File: src/rtl/perceptron_mac.sv
`default_nettype none
// ============================================================================
// Module   : perceptron_mac
// Function : Single-neuron perceptron. Weighted sum of N signed pairs plus a
//            bias, one MAC per cycle, then a selectable activation function.
// Revision : 1.0 - initial release
// ============================================================================

module perceptron_mac #(
    parameter int N_INPUTS = 4,
    parameter int DATA_W   = 8,
    localparam int ACC_W   = 2*DATA_W + $clog2(N_INPUTS+1)
) (
    input  logic                       clk,
    input  logic                       rst_n,
    input  logic                       in_valid,
    output logic                       in_ready,
    input  logic [N_INPUTS*DATA_W-1:0] weights,
    input  logic [N_INPUTS*DATA_W-1:0] values,
    input  logic [DATA_W-1:0]          bias,
    input  logic [1:0]                 activation,
    output logic                       out_valid,
    input  logic                       out_ready,
    output logic signed [ACC_W-1:0]    prediction,
    output logic                       fire
);

    localparam int IDX_W  = (N_INPUTS > 1) ? $clog2(N_INPUTS) : 1;
    localparam int PROD_W = 2*DATA_W;
    localparam int EXT_W  = ACC_W - PROD_W;

    localparam logic [1:0] ACT_RELU  = 2'd0;
    localparam logic [1:0] ACT_STEP  = 2'd1;
    localparam logic [1:0] ACT_IDENT = 2'd2;
    localparam logic [1:0] ACT_LEAKY = 2'd3;

    localparam logic [IDX_W-1:0] IDX_LAST = IDX_W'(N_INPUTS-1);

    typedef enum logic [1:0] {
        S_IDLE = 2'd0,
        S_MAC  = 2'd1,
        S_ACT  = 2'd2,
        S_DONE = 2'd3
    } state_t;

    state_t                      r_state;
    state_t                      w_state_nxt;

    logic [N_INPUTS*DATA_W-1:0]  r_weights;
    logic [N_INPUTS*DATA_W-1:0]  r_values;
    logic [1:0]                  r_act;
    logic signed [ACC_W-1:0]     r_acc;
    logic [IDX_W-1:0]            r_idx;

    logic signed [DATA_W-1:0]    w_w [N_INPUTS];
    logic signed [DATA_W-1:0]    w_v [N_INPUTS];
    logic signed [DATA_W-1:0]    w_wsel;
    logic signed [DATA_W-1:0]    w_vsel;
    logic signed [PROD_W-1:0]    w_prod;
    logic signed [ACC_W-1:0]     w_prod_ext;
    logic signed [ACC_W-1:0]     w_bias_ext;
    logic                        w_accept;
    logic                        w_pos;
    logic signed [ACC_W-1:0]     w_pred;

    generate
        for (genvar gi = 0; gi < N_INPUTS; gi++) begin : g_unpack
            assign w_w[gi] = r_weights[gi*DATA_W +: DATA_W];
            assign w_v[gi] = r_values[gi*DATA_W +: DATA_W];
        end
    endgenerate

    assign w_wsel     = w_w[r_idx];
    assign w_vsel     = w_v[r_idx];
    assign w_prod     = w_wsel * w_vsel;
    assign w_prod_ext = {{EXT_W{w_prod[PROD_W-1]}}, w_prod};
    assign w_bias_ext = {{(ACC_W-DATA_W){bias[DATA_W-1]}}, bias};
    assign w_accept   = in_valid && in_ready;

    // Strictly positive: sign clear and not zero.
    assign w_pos = !r_acc[ACC_W-1] && (r_acc != '0);

    always_comb begin
        w_pred = r_acc;
        case (r_act)
            ACT_RELU:  w_pred = w_pos ? r_acc : '0;
            ACT_STEP:  w_pred = {{(ACC_W-1){1'b0}}, w_pos};
            ACT_IDENT: w_pred = r_acc;
            ACT_LEAKY: w_pred = r_acc[ACC_W-1] ? (r_acc >>> 3) : r_acc;
            default:   w_pred = r_acc;
        endcase
    end

    always_comb begin
        w_state_nxt = r_state;
        in_ready    = 1'b0;
        case (r_state)
            S_IDLE: begin
                in_ready = rst_n;
                if (in_valid) begin
                    w_state_nxt = S_MAC;
                end
            end
            S_MAC: begin
                if (r_idx == IDX_LAST) begin
                    w_state_nxt = S_ACT;
                end
            end
            S_ACT: begin
                w_state_nxt = S_DONE;
            end
            S_DONE: begin
                if (out_ready) begin
                    w_state_nxt = S_IDLE;
                end
            end
            default: begin
                w_state_nxt = S_IDLE;
            end
        endcase
    end

    always_ff @(posedge clk or negedge rst_n) begin
        if (!rst_n) begin
            r_state <= S_IDLE;
        end else begin
            r_state <= w_state_nxt;
        end
    end

    always_ff @(posedge clk or negedge rst_n) begin
        if (!rst_n) begin
            r_weights  <= '0;
            r_values   <= '0;
            r_act      <= '0;
            r_acc      <= '0;
            r_idx      <= '0;
            prediction <= '0;
            fire       <= 1'b0;
            out_valid  <= 1'b0;
        end else begin
            case (r_state)
                S_IDLE: begin
                    if (w_accept) begin
                        r_weights <= weights;
                        r_values  <= values;
                        r_act     <= activation;
                        r_acc     <= w_bias_ext;
                        r_idx     <= '0;
                    end
                end
                S_MAC: begin
                    r_acc <= r_acc + w_prod_ext;
                    r_idx <= r_idx + 1'b1;
                end
                S_ACT: begin
                    prediction <= w_pred;
                    fire       <= w_pos;
                    out_valid  <= 1'b1;
                end
                S_DONE: begin
                    if (out_ready) begin
                        out_valid <= 1'b0;
                    end
                end
                default: begin
                    out_valid <= 1'b0;
                end
            endcase
        end
    end

endmodule

`default_nettype wire

File: config.mk
export PLATFORM = sky130hd
export DESIGN_NAME = perceptron_mac
export DESIGN_NICKNAME = d
export VERILOG_FILES = /design/src/rtl/perceptron_mac.sv
export SDC_FILE = /design/constraint.sdc
export NUM_CORES = 1
export LEC_CHECK = 0
export BUFFER_PORTS_ARGS = -buffer_cell sky130_fd_sc_hd__buf_2
export CORE_MARGIN = 1
export CORE_UTILIZATION = 40
export CTS_CLUSTER_SIZE = 14
export DETAILED_ROUTE_END_ITERATION = 10
export PLACE_DENSITY_LB_ADDON = 0.3
export SYNTH_ARGS = -nofsm -noshare
export SYNTH_HDL_FRONTEND = slang
export SYNTH_SLANG_ARGS = --single-unit
File: constraint.sdc
create_clock -name clk -period 11.8 [get_ports clk]
set_clock_uncertainty 0.05 [all_clocks]
set_input_delay 0.59 -clock clk [delete_from_list [all_inputs] [get_ports clk]]
set_output_delay 0.59 -clock clk [all_outputs]
set_load 0.005 [all_outputs]
After elaboration in Yosys (flattened, before gate mapping)
Index checks and enable logic that the tools add are counted.
Operators by class
  add/sub/neg operators: 2
  $mul: 1
  divide/modulo/power cells: 0
  $lt $le $gt $ge: 1
  equality and inequality tests: 11
  shift-type cells: 0
  multiplexer cells: 20
  bitwise operators: 1
  reduce and logical (&&, ||, !) cells: 12
Operator list (count)
  19-bit case mux with 4 select lines: 1
  19-bit two-way mux: 3
  19-bit case mux with 2 select lines: 1
  8-bit binary-select mux with 2-bit select: 2
  8-bit two-way mux: 4
  19-bit by 16-bit adder with 19-bit output: 1
  19-bit nonzero test: 1
  8-bit by 8-bit multiplier with 16-bit output: 1
  2-bit == test (second input constant): 5
  2-bit two-way mux: 4
  2-bit != test (second input constant): 4
  2-bit case mux with 4 select lines: 1
  2-bit AND reduction: 3
  2-bit by 1-bit == test with 1-bit output (second input constant): 2
  2-bit zero test: 2
  2-bit case mux with 2 select lines: 1
  2-bit nonzero test: 2
  3-bit >= comparator (second input constant): 1
  2-bit inverter with 3-bit output: 1
  3-bit AND reduction: 1
  2-bit by 1-bit adder with 2-bit output (second input constant): 1
  1-bit logical AND: 2
  1-bit two-way mux: 2
  1-bit case mux with 2 select lines: 1
  1-bit zero test: 1
Word-level totals
  bits in registers: 110
  latch bits: 0
  memory bits (writable): 0
  memory bits (read-only): 0
  input bits: 78
  output and inout port bits: 22
  memories kept: 0

Logic depth before layout (Yosys ltp)
Gate-level depths: netlist of run 1.
  depth in word-level cells: 7
  depth in mapped cells: 21
  depth with buffers taken out: 20

Worst setup path before layout of run 1
Ideal clock, no wire load.
  path type: register to register
  from: reg r_idx[0]
  to: reg r_acc[17]
  arrival time: 5485 ps
  required time: 11626 ps
  path slack: 6141 ps
  cell stages (with the launch flop): 18
  path buffers: 1
  clock period less this slack: 5659 ps
  cell sequence: dfrtp_1 -> buf_2 -> mux4_2 -> and2_1 -> inv_1 -> fa_1 -> inv_1 -> fa_1 -> fa_1 -> fa_1 -> fa_1 -> ha_1 -> o21ai_0 -> o21bai_1 -> a21oi_1 -> o211ai_1 -> and3_1 -> o31a_1
On the way
  longest elaborated chain between the ends: 7
  elaborated cells between the ends (all ways): 10
  classes of those cells: add/sub (1); mul (1); mux (7); bitwise (1)
Ends and longest elaborated chain
  start: declaration: line 53  | logic [IDX_W-1:0] r_idx;
  start signal: assignment: line 154  | r_idx <= r_idx + 1'b1;
  2-bit inverter with 3-bit output (not written as such) *: line 73, 74
  8-bit binary-select mux with 2-bit select, on equally long branches: line 73, 74
  8-bit two-way mux, on equally long branches (2 in a row): line 73, 74
  8-bit by 8-bit multiplier with 16-bit output *: line 75  | assign w_prod = w_wsel * w_vsel;
  19-bit by 16-bit adder with 19-bit output *: line 153  | r_acc <= r_acc + w_prod_ext;
  19-bit case mux with 2 select lines *: line 142  | case (r_state)
  end signal: assignment: line 148  | r_acc <= w_bias_ext;
  end signal: assignment: line 153
  end: declaration: line 52  | logic signed [ACC_W-1:0] r_acc;
Mark *: on every way between the ends. The rest lies on a longest branch, timed or not. The select of a mux whose other input is x is not followed.
A chain may end at the register's enable or synchronous reset.

Worst setup path in the final report of run 1
  from: reg r_idx[1]
  to: reg r_acc[14]
The elaborated chain is that of the path after synthesis.

==> impl_results.md, run 1 <==
- # DRC: 0
- Post-CTS Resized: 0
- Finished Core Util: 0.465
- Max-slew violations: 0
- Critical Path Source Type: flop
- Die W: about 150 um
- Final wirelength: 18100 um
- All-Layer GR Usage: 0.184
- Maximum Capacitance Violations: 0
- Largest family of logic cells by synthesized area: adder cells
- Largest net degree at the start of global routing: 71
- Status: finished, final reports clean
- WP data required: 11.99 ns
- Fin. Hold Viols: 0
- Adder-Cell Fraction of Synth Area: 0.271
- Antenna-violating nets left: 0
- Die area: between 20000 and 25000 um^2
- Post-synthesis mux area share: 0.157
- Die height: between 100 and 150 um
- Pre-antenna DRT Iters: 5
- H-tree levels: 3
- Vias in the first global route: between 6000 and 7000
- Setup Fix Bufs, Post-CTS: 0
- Clk Latency, worst-skew pair: roughly 0.36 ns
- Hold Path Class: in2async
- CTS Hold Bufs: 0
- Final WS setup: approximately 5.2 ns
- First-pass GRT wire length: roughly 31000 um
- Initial Utilization: 0.413
- Cell Chain, Critical Path: mux4_2 -> and2_1 -> inv_1 -> fa_1 -> inv_1 -> fa_1 -> fa_1 -> fa_1 -> fa_1 -> ha_1 -> nor2_1 -> a21oi_1 -> a211oi_1 -> o21ai_0 -> xnor2_1 -> o21ai_0
- WP buf/inv: 2
- Post-synth EDFFs: 0
- Clock tree from TritonCTS: done
- Remaining global-route overflow: 0
- Critical path data arrival time: between 6 and 7 ns
- Number of synthesized register bits: 110
- Antenna violations before repair: 0
- Total negative slack: 0 ns
- Mapped cell area: 8460 um^2
- TritonCTS Buffers: 9
- Ys async rst share: 1.00
- Synth Area in Compound Gates: 0.0741
- Yosys cell types: 50
- Fraction of layout cells with a size suffix above 1: 0.259
- Critical path class: reg2reg
- Initial DRC Count: around 330
- Clock sink count: 110
- Simple-Gate Fraction of Synth Area: 0.0884
- Number of nets in the layout: roughly 1100
- Crit. End Element: flop
- Hpwl dp: approximately 14000 um
- Unrepaired setup endpoints after global routing: no
- Syn nets: just under 1000
- Slew @ Worst Pin: 1.23 ns
- GP Congestion: between 0.8 and 0.9
- Syn Area/Cell: between 10 and 15 um^2
- Vias/cell: approximately 5
- PortBufs: a little under 100
- I/O pins: 100
- Main synth FF type: dfrtp_1
- Area Growth Syn to Fin: 12.6%
- Cell count after synthesis: roughly 770
- N_diodes: 0
- Core ar.: 20500 um^2
- Highest-count cells in the layout ignoring fill and taps: inv_1, dfrtp_1, buf_2
- CP dominant cell by count: fa_1
- # setup viols final: 0
- Vias post-DR: about 5700
- Post-layout minimum cycle time: around 6.6 ns
- Max_slew headroom: 0.175
- Commonest non-fill, non-tap cell in the layout: inv_1
- Clock Tree Buf Depth: 2
- Dpl ws: slightly above 5 ns
- Final period util: 0.561
- CP peak stage delay: between 0.9 and 1 ns
- Crit path max-delay family: adder cells
- Synth warn: 0
- Clock transition at path regs: 0.08 ns
- Worst path slowest cell: dfrtp_1
- FP Rows: 52
- Worst-path fanout max: 19
- Xor/xnor share of the synthesized area: 0.0166
- Sequential fraction of the synthesis area: 0.325
- Clk Tree Root Cell: clkbuf_16
- Wire per inst: 16.0 um
- Fmax: between 0.15 and 0.2 GHz
[metal layers]
layer	vias up	track usage	wire length (um)
met5	-	0	0
met4	0	0.0423	210
met3	11	0.0404	956
met2	119	0.301	8660
met1	2837	0.251	8250
li1	2714	-	-
[final timing paths]
kind,from,end,slack (ns),depth (start not counted)
worst min-delay path,rst_n,prediction[14],0.20,1
worst max-delay path,r_idx[1],r_acc[14],5.18,16
max in group asynchronous,rst_n,r_weights[30],10.20,2
worst max register to register,r_idx[1],r_acc[14],5.18,16
min in group clk,values[30],r_values[30],0.41,2
worst min register to register,prediction[1],prediction[1],0.44,1
[sequential cells by signal (all words and copies together), names as in the netlist]
signal / count
r_act: 2
r_values: 32
r_acc: 19
r_weights: 32
prediction: 19
out_valid: 1
r_idx: 2
fire: 1
r_state: 2
[worst reg2reg max path, cell delays in order (launching register included)]
cell and delay, ns:
dfrtp_1 0.92, mux4_2 0.52, and2_1 0.67, inv_1 0.13
fa_1 0.51, inv_1 0.05, fa_1 0.52, fa_1 0.44
fa_1 0.52, fa_1 0.49, ha_1 0.33, nor2_1 0.11
a21oi_1 0.08, a211oi_1 0.66, o21ai_0 0.24, xnor2_1 0.19
o21ai_0 0.09
[cell families after synthesis]
family / count (synthesis)
AO/OA/AOI/OAI: 105
XOR/XNOR: 16
adder cells (fa/ha/maj): 133
buffers and inverters: 149
flip-flops: 110
multiplexers: 104
AND/OR/NAND/NOR: 152
[cells in the mapped netlist, drive strengths merged (3+ instances only)]
master  number  area share
a21oi       32       0.019
clkbuf      18      0.0080
mux4        15       0.040
dfrtp      110        0.33
nand2b       3      0.0022
o21ai       32       0.019
and2        36       0.027
mux2i        8      0.0095
buf          9      0.0049
mux2        81        0.11
nand3        7      0.0041
or4          4      0.0040
o211ai       4      0.0035
fa          84        0.20
ha          49       0.072
nor2        24       0.011
o22ai       13      0.0096
a21o         3      0.0027
inv        122       0.054
nand2       63       0.028
and3         6      0.0044
a211oi       4      0.0041
o21bai       3      0.0027
xnor2       14       0.014
[stage by stage]
stage / hold slack (ns) / cell area (um^2) / cells
after floorplan: 0.244 / 8460 / 769
after CTS: 0.206 / 9520 / 1131
after global placement: 0.426 / 9240 / 1116
after detailed placement: 0.428 / 9240 / 1116
after global routing: 0.234 / 9520 / 1131
final: 0.201 / 9520 / 1131
[final cells by class]
type	instances	area [um^2]
Fill cell	1969	11000
Clock buffer	9	225
Inverter	122	458
Tap cell	270	338
Sequential cell	110	2750
Timing Repair Buffer	104	536
Clock inverter	6	56.3
Multi-Input combinational cell	510	5160
Power of run 1 is left out: the tool's default activity adds up to more than one toggle a clock period on the data nets, which glitch-free logic cannot reach.
==> run 2, diff against run 1 <==
- ABC_AREA: default -> 1
- clock period: 11.8 -> 6.2 ns (I/O delays scaled with it)
==> run 2 against run 1 <==
Against the previous run:
- setup slack worse by 4.8 ns
- routed wire length rose by 15%
- largest cell class unchanged
- count of clock-buffer cells in the layout did not move
- register-to-register slack worse by 4.8 ns
- non-clock buffer count rose by 2
- critical path type unchanged
- cell count is 21% higher
- area after synthesis up 6.0%
- flip-flop and latch count did not move
- utilization decreased by 1.1 points
- global-route usage is 0.82 points higher
- sequential share of layout area is 1.2 points lower
- highest routed layer unchanged
- die area is 5.9% higher
==> impl_results.md, run 2 <==
- Hpwl dp: 16400 um (+16%)
- Critical path class: reg2reg
- Vias in the first global route: 6829 (+11%)
- TritonCTS Buffers: 9 (unchanged)
- Number of nets in the layout: 1290 (+21%)
- CP Depth: 23 (+7)
- Number of synthesized register bits: 110 (unchanged)
- Max-slew violations: 0 (unchanged)
- PortBufs: 99 (unchanged)
- Final period util: 0.931 (+0.370)
- I/O pins: 100 (unchanged)
- Adder-Cell Fraction of Synth Area: 0.256 (-0.0154)
- FF-to-FF setup slack: 0.43 ns (-4.75 ns)
- CP peak stage delay: 0.54 ns (-0.38 ns)
- Syn nets: 1207 (+23%)
- Ys async rst share: 1.00 (unchanged)
- Yosys cell types: 42 (-16%)
- Worst-path fanout max: 33 (+14)
- Fraction of layout cells with a size suffix above 1: 0.198 (-0.0607)
- # DRC: 0 (unchanged)
- Cell count after synthesis: 996 (+30%)
- Cell Area, Placed: 9640 um^2 (+4.3%)
- Top cell type by total area after synthesis: dfrtp_1
- Largest family of logic cells by synthesized area: adder cells
- Critical Path Source Type: flop
- Fillers: 2161 (+9.8%)
- Hold Path Class: in2reg
- Top flop regs: r_values: 32 flops, r_weights: 32 flops
- Crit. End Element: flop
- Final instance area: 9940 um^2 (+4.4%)
- All-Layer GR Usage: 0.192 (+0.00818)
- Largest net degree at the start of global routing: 69 (-2.8%)
- Clock sink count: 110 (unchanged)
- CP dominant cell by count: nand2_1
- Die height: 152 um (+2.9%)
- Wire per inst: 15.3 um (-4.4%)
- Fmax: 0.173 GHz (+15%)
- Core ar.: 21900 um^2 (+6.8%)
- Antenna-violating nets left: 0 (unchanged)
- Slew @ Worst Pin: 0.879 ns (-0.351 ns)
- Setup crit start: r_idx[1]
- Clock Tree Buf Depth: 2 (unchanged)
- Commonest non-fill, non-tap cell in the layout: nand2_1
- Total negative slack: 0 ns (unchanged)
- Worst Setup EP: r_acc[18]
- RR Endpoint: r_acc[18]
- R2r startpoint: r_idx[1]
- Antenna violations before repair: 0 (unchanged)
- Simple-Gate Fraction of Synth Area: 0.160 (+0.0714)
- Post-synth EDFFs: 0 (unchanged)
- Remaining global-route overflow: 0 (unchanged)
- Worst path slowest cell: fa_1
- Synth Area in Compound Gates: 0.101 (+0.0266)
- Synth warn: 0 (unchanged)
- Final wirelength: 20900 um (+15%)
- Initial DRC Count: 343 (+4.6%)
- Clk Tree Root Cell: clkbuf_16
- Die area: 23000 um^2 (+5.9%)
- Max_slew headroom: 0.414 (+0.239)
- Cell Chain, Critical Path: inv_2 -> a21oi_1 -> a32oi_2 -> nand2_1 -> fa_1 -> inv_1 -> fa_1 -> inv_1 -> fa_1 -> inv_1 -> fa_1 -> fa_1 -> ha_1 -> nand2_1 -> nor2_1 -> nand2_1 -> nand3_1 -> nand2_1 -> nand2_1 -> inv_1 -> nand2_1 -> nand3_1 -> a21oi_1
- FP Rows: 54 (+3.8%)
- Crit path max-delay family: adder cells
- Largest cells by area after synthesis: dfrtp_1, fa_1, nand2_1
- Initial Utilization: 0.410 (-0.00307)
- GP Congestion: 0.947 (+12%)
- Maximum Capacitance Violations: 0 (unchanged)
- Sequential fraction of the synthesis area: 0.307 (-0.0185)
- Reg2reg path depth: 23 (+7)
- Syn Area/Cell: 9.00 um^2 (-18%)
- Clock transition at path regs: 0.08 ns (about the same)
- Unrepaired setup endpoints after global routing: no
- Main synth FF type: dfrtp_1
- Fin. Hold Viols: 0 (unchanged)
- # setup viols final: 0 (unchanged)
- Area Growth Syn to Fin: 10.8%
- WP buf/inv: 5 (+3)
- Pre-antenna DRT Iters: 5 (unchanged)
- Die W: 152 um (+2.9%)
- Highest-count cells in the layout ignoring fill and taps: nand2_1, inv_1, dfrtp_1
- WP data required: 6.44 ns (-5.55 ns)
- Mapped cell area: 8970 um^2 (+6.0%)
- N_diodes: 0 (unchanged)
- Xor/xnor share of the synthesized area: 0.00195 (-0.0146)
- Post-synth top cells: nand2_1, inv_1, dfrtp_1
- Most frequent cell after synthesis: nand2_1
- Vias post-DR: 6833 (+20%)
- Critical path data arrival time: 6.01 ns (-0.80 ns)
- First-pass GRT wire length: 34100 um (+8.8%)
- Top cell type's share of synthesized area: 0.307 (-0.0185)
- Post-synthesis mux area share: 0.0804 (-0.0769)
- Post-layout minimum cycle time: 5.77 ns (-0.849 ns)
- Vias/cell: 5.01 (-0.27%)
- H-tree levels: 3 (unchanged)
- Status: finished, final reports clean
- Clk Latency, worst-skew pair: 0.37 ns (about the same)
- Setup Fix Bufs, Post-CTS: 0 (unchanged)
- Clock tree from TritonCTS: done
## run 2: worst reg2reg max path, cell delays in order (launching register included)
cell	delay [ns]
dfrtp_1	0.40
inv_2	0.51
a21oi_1	0.13
a32oi_2	0.49
nand2_1	0.16
fa_1	0.54
inv_1	0.06
fa_1	0.51
inv_1	0.05
fa_1	0.47
inv_1	0.05
fa_1	0.44
fa_1	0.47
ha_1	0.38
nand2_1	0.08
nor2_1	0.19
nand2_1	0.07
nand3_1	0.14
nand2_1	0.07
nand2_1	0.09
inv_1	0.04
nand2_1	0.05
nand3_1	0.06
a21oi_1	0.17
## run 2: kinds of logic after synthesis
kind of cell | count (synthesis)
DFF | 110
xor gates and xnor gates | 2
adders and majority gates | 133
buffers and inverters | 198
AOI/OAI and AO/OA | 130
muxes | 64
and+or+nand+nor | 359
## run 2: how the worst min path moves through the flow
stage,startpoint,endpoint,slack (ns),depth (start not counted)
2_1_floorplan,rst_n,fire,-0.04,0
3_5_place_dp,rst_n,r_acc[14],0.34,1
5_1_grt,values[15],r_values[15],0.10,2
3_3_place_gp,rst_n,r_acc[14],0.34,1
4_1_cts,values[14],r_values[14],0.09,2
6_report,values[14],r_values[14],0.10,2
## run 2: per-layer routing
layer  vias to the layer above  wire (um)  track usage
li1                       3347          -            -
met1                      3321       9370        0.257
met2                       146      10200        0.324
met3                        19        861       0.0260
met4                         0        376       0.0559
met5                         -          0            0
## run 2: timing repair
| item | in CTS | in global routing |
|---|---|---|
| hold buffers | 1 | 0 |
| gates resized for setup | 0 | 1 |
| endpoints found under the setup margin | 0 | 4 |
| hold endpoints to repair | 44 | 0 |
## run 2: cell type report
cell class / count / area (um^2) / area share
clock buffers: 9 / 225 / 0.0227
clock inverters: 7 / 66.3 / 0.00667
well taps: 280 / 350 / 0.0352
multi-input cells: 688 / 5370 / 0.540
repair buffers: 106 / 553 / 0.0556
inverters: 164 / 621 / 0.0624
flip-flops and latches: 110 / 2750 / 0.277
## run 2: through the flow
step                       util  std cells  setup WS, ns  hold WS (ns)
after CTS                 0.454       1364         0.365        0.0915
after global routing      0.454       1364        0.0811         0.102
after floorplan               -        996         0.771       -0.0356
final                     0.454       1364         0.430         0.104
after global placement    0.440       1347         0.407         0.342
after detailed placement  0.440       1347         0.391         0.342
Power of run 2 is left out for the same reason.
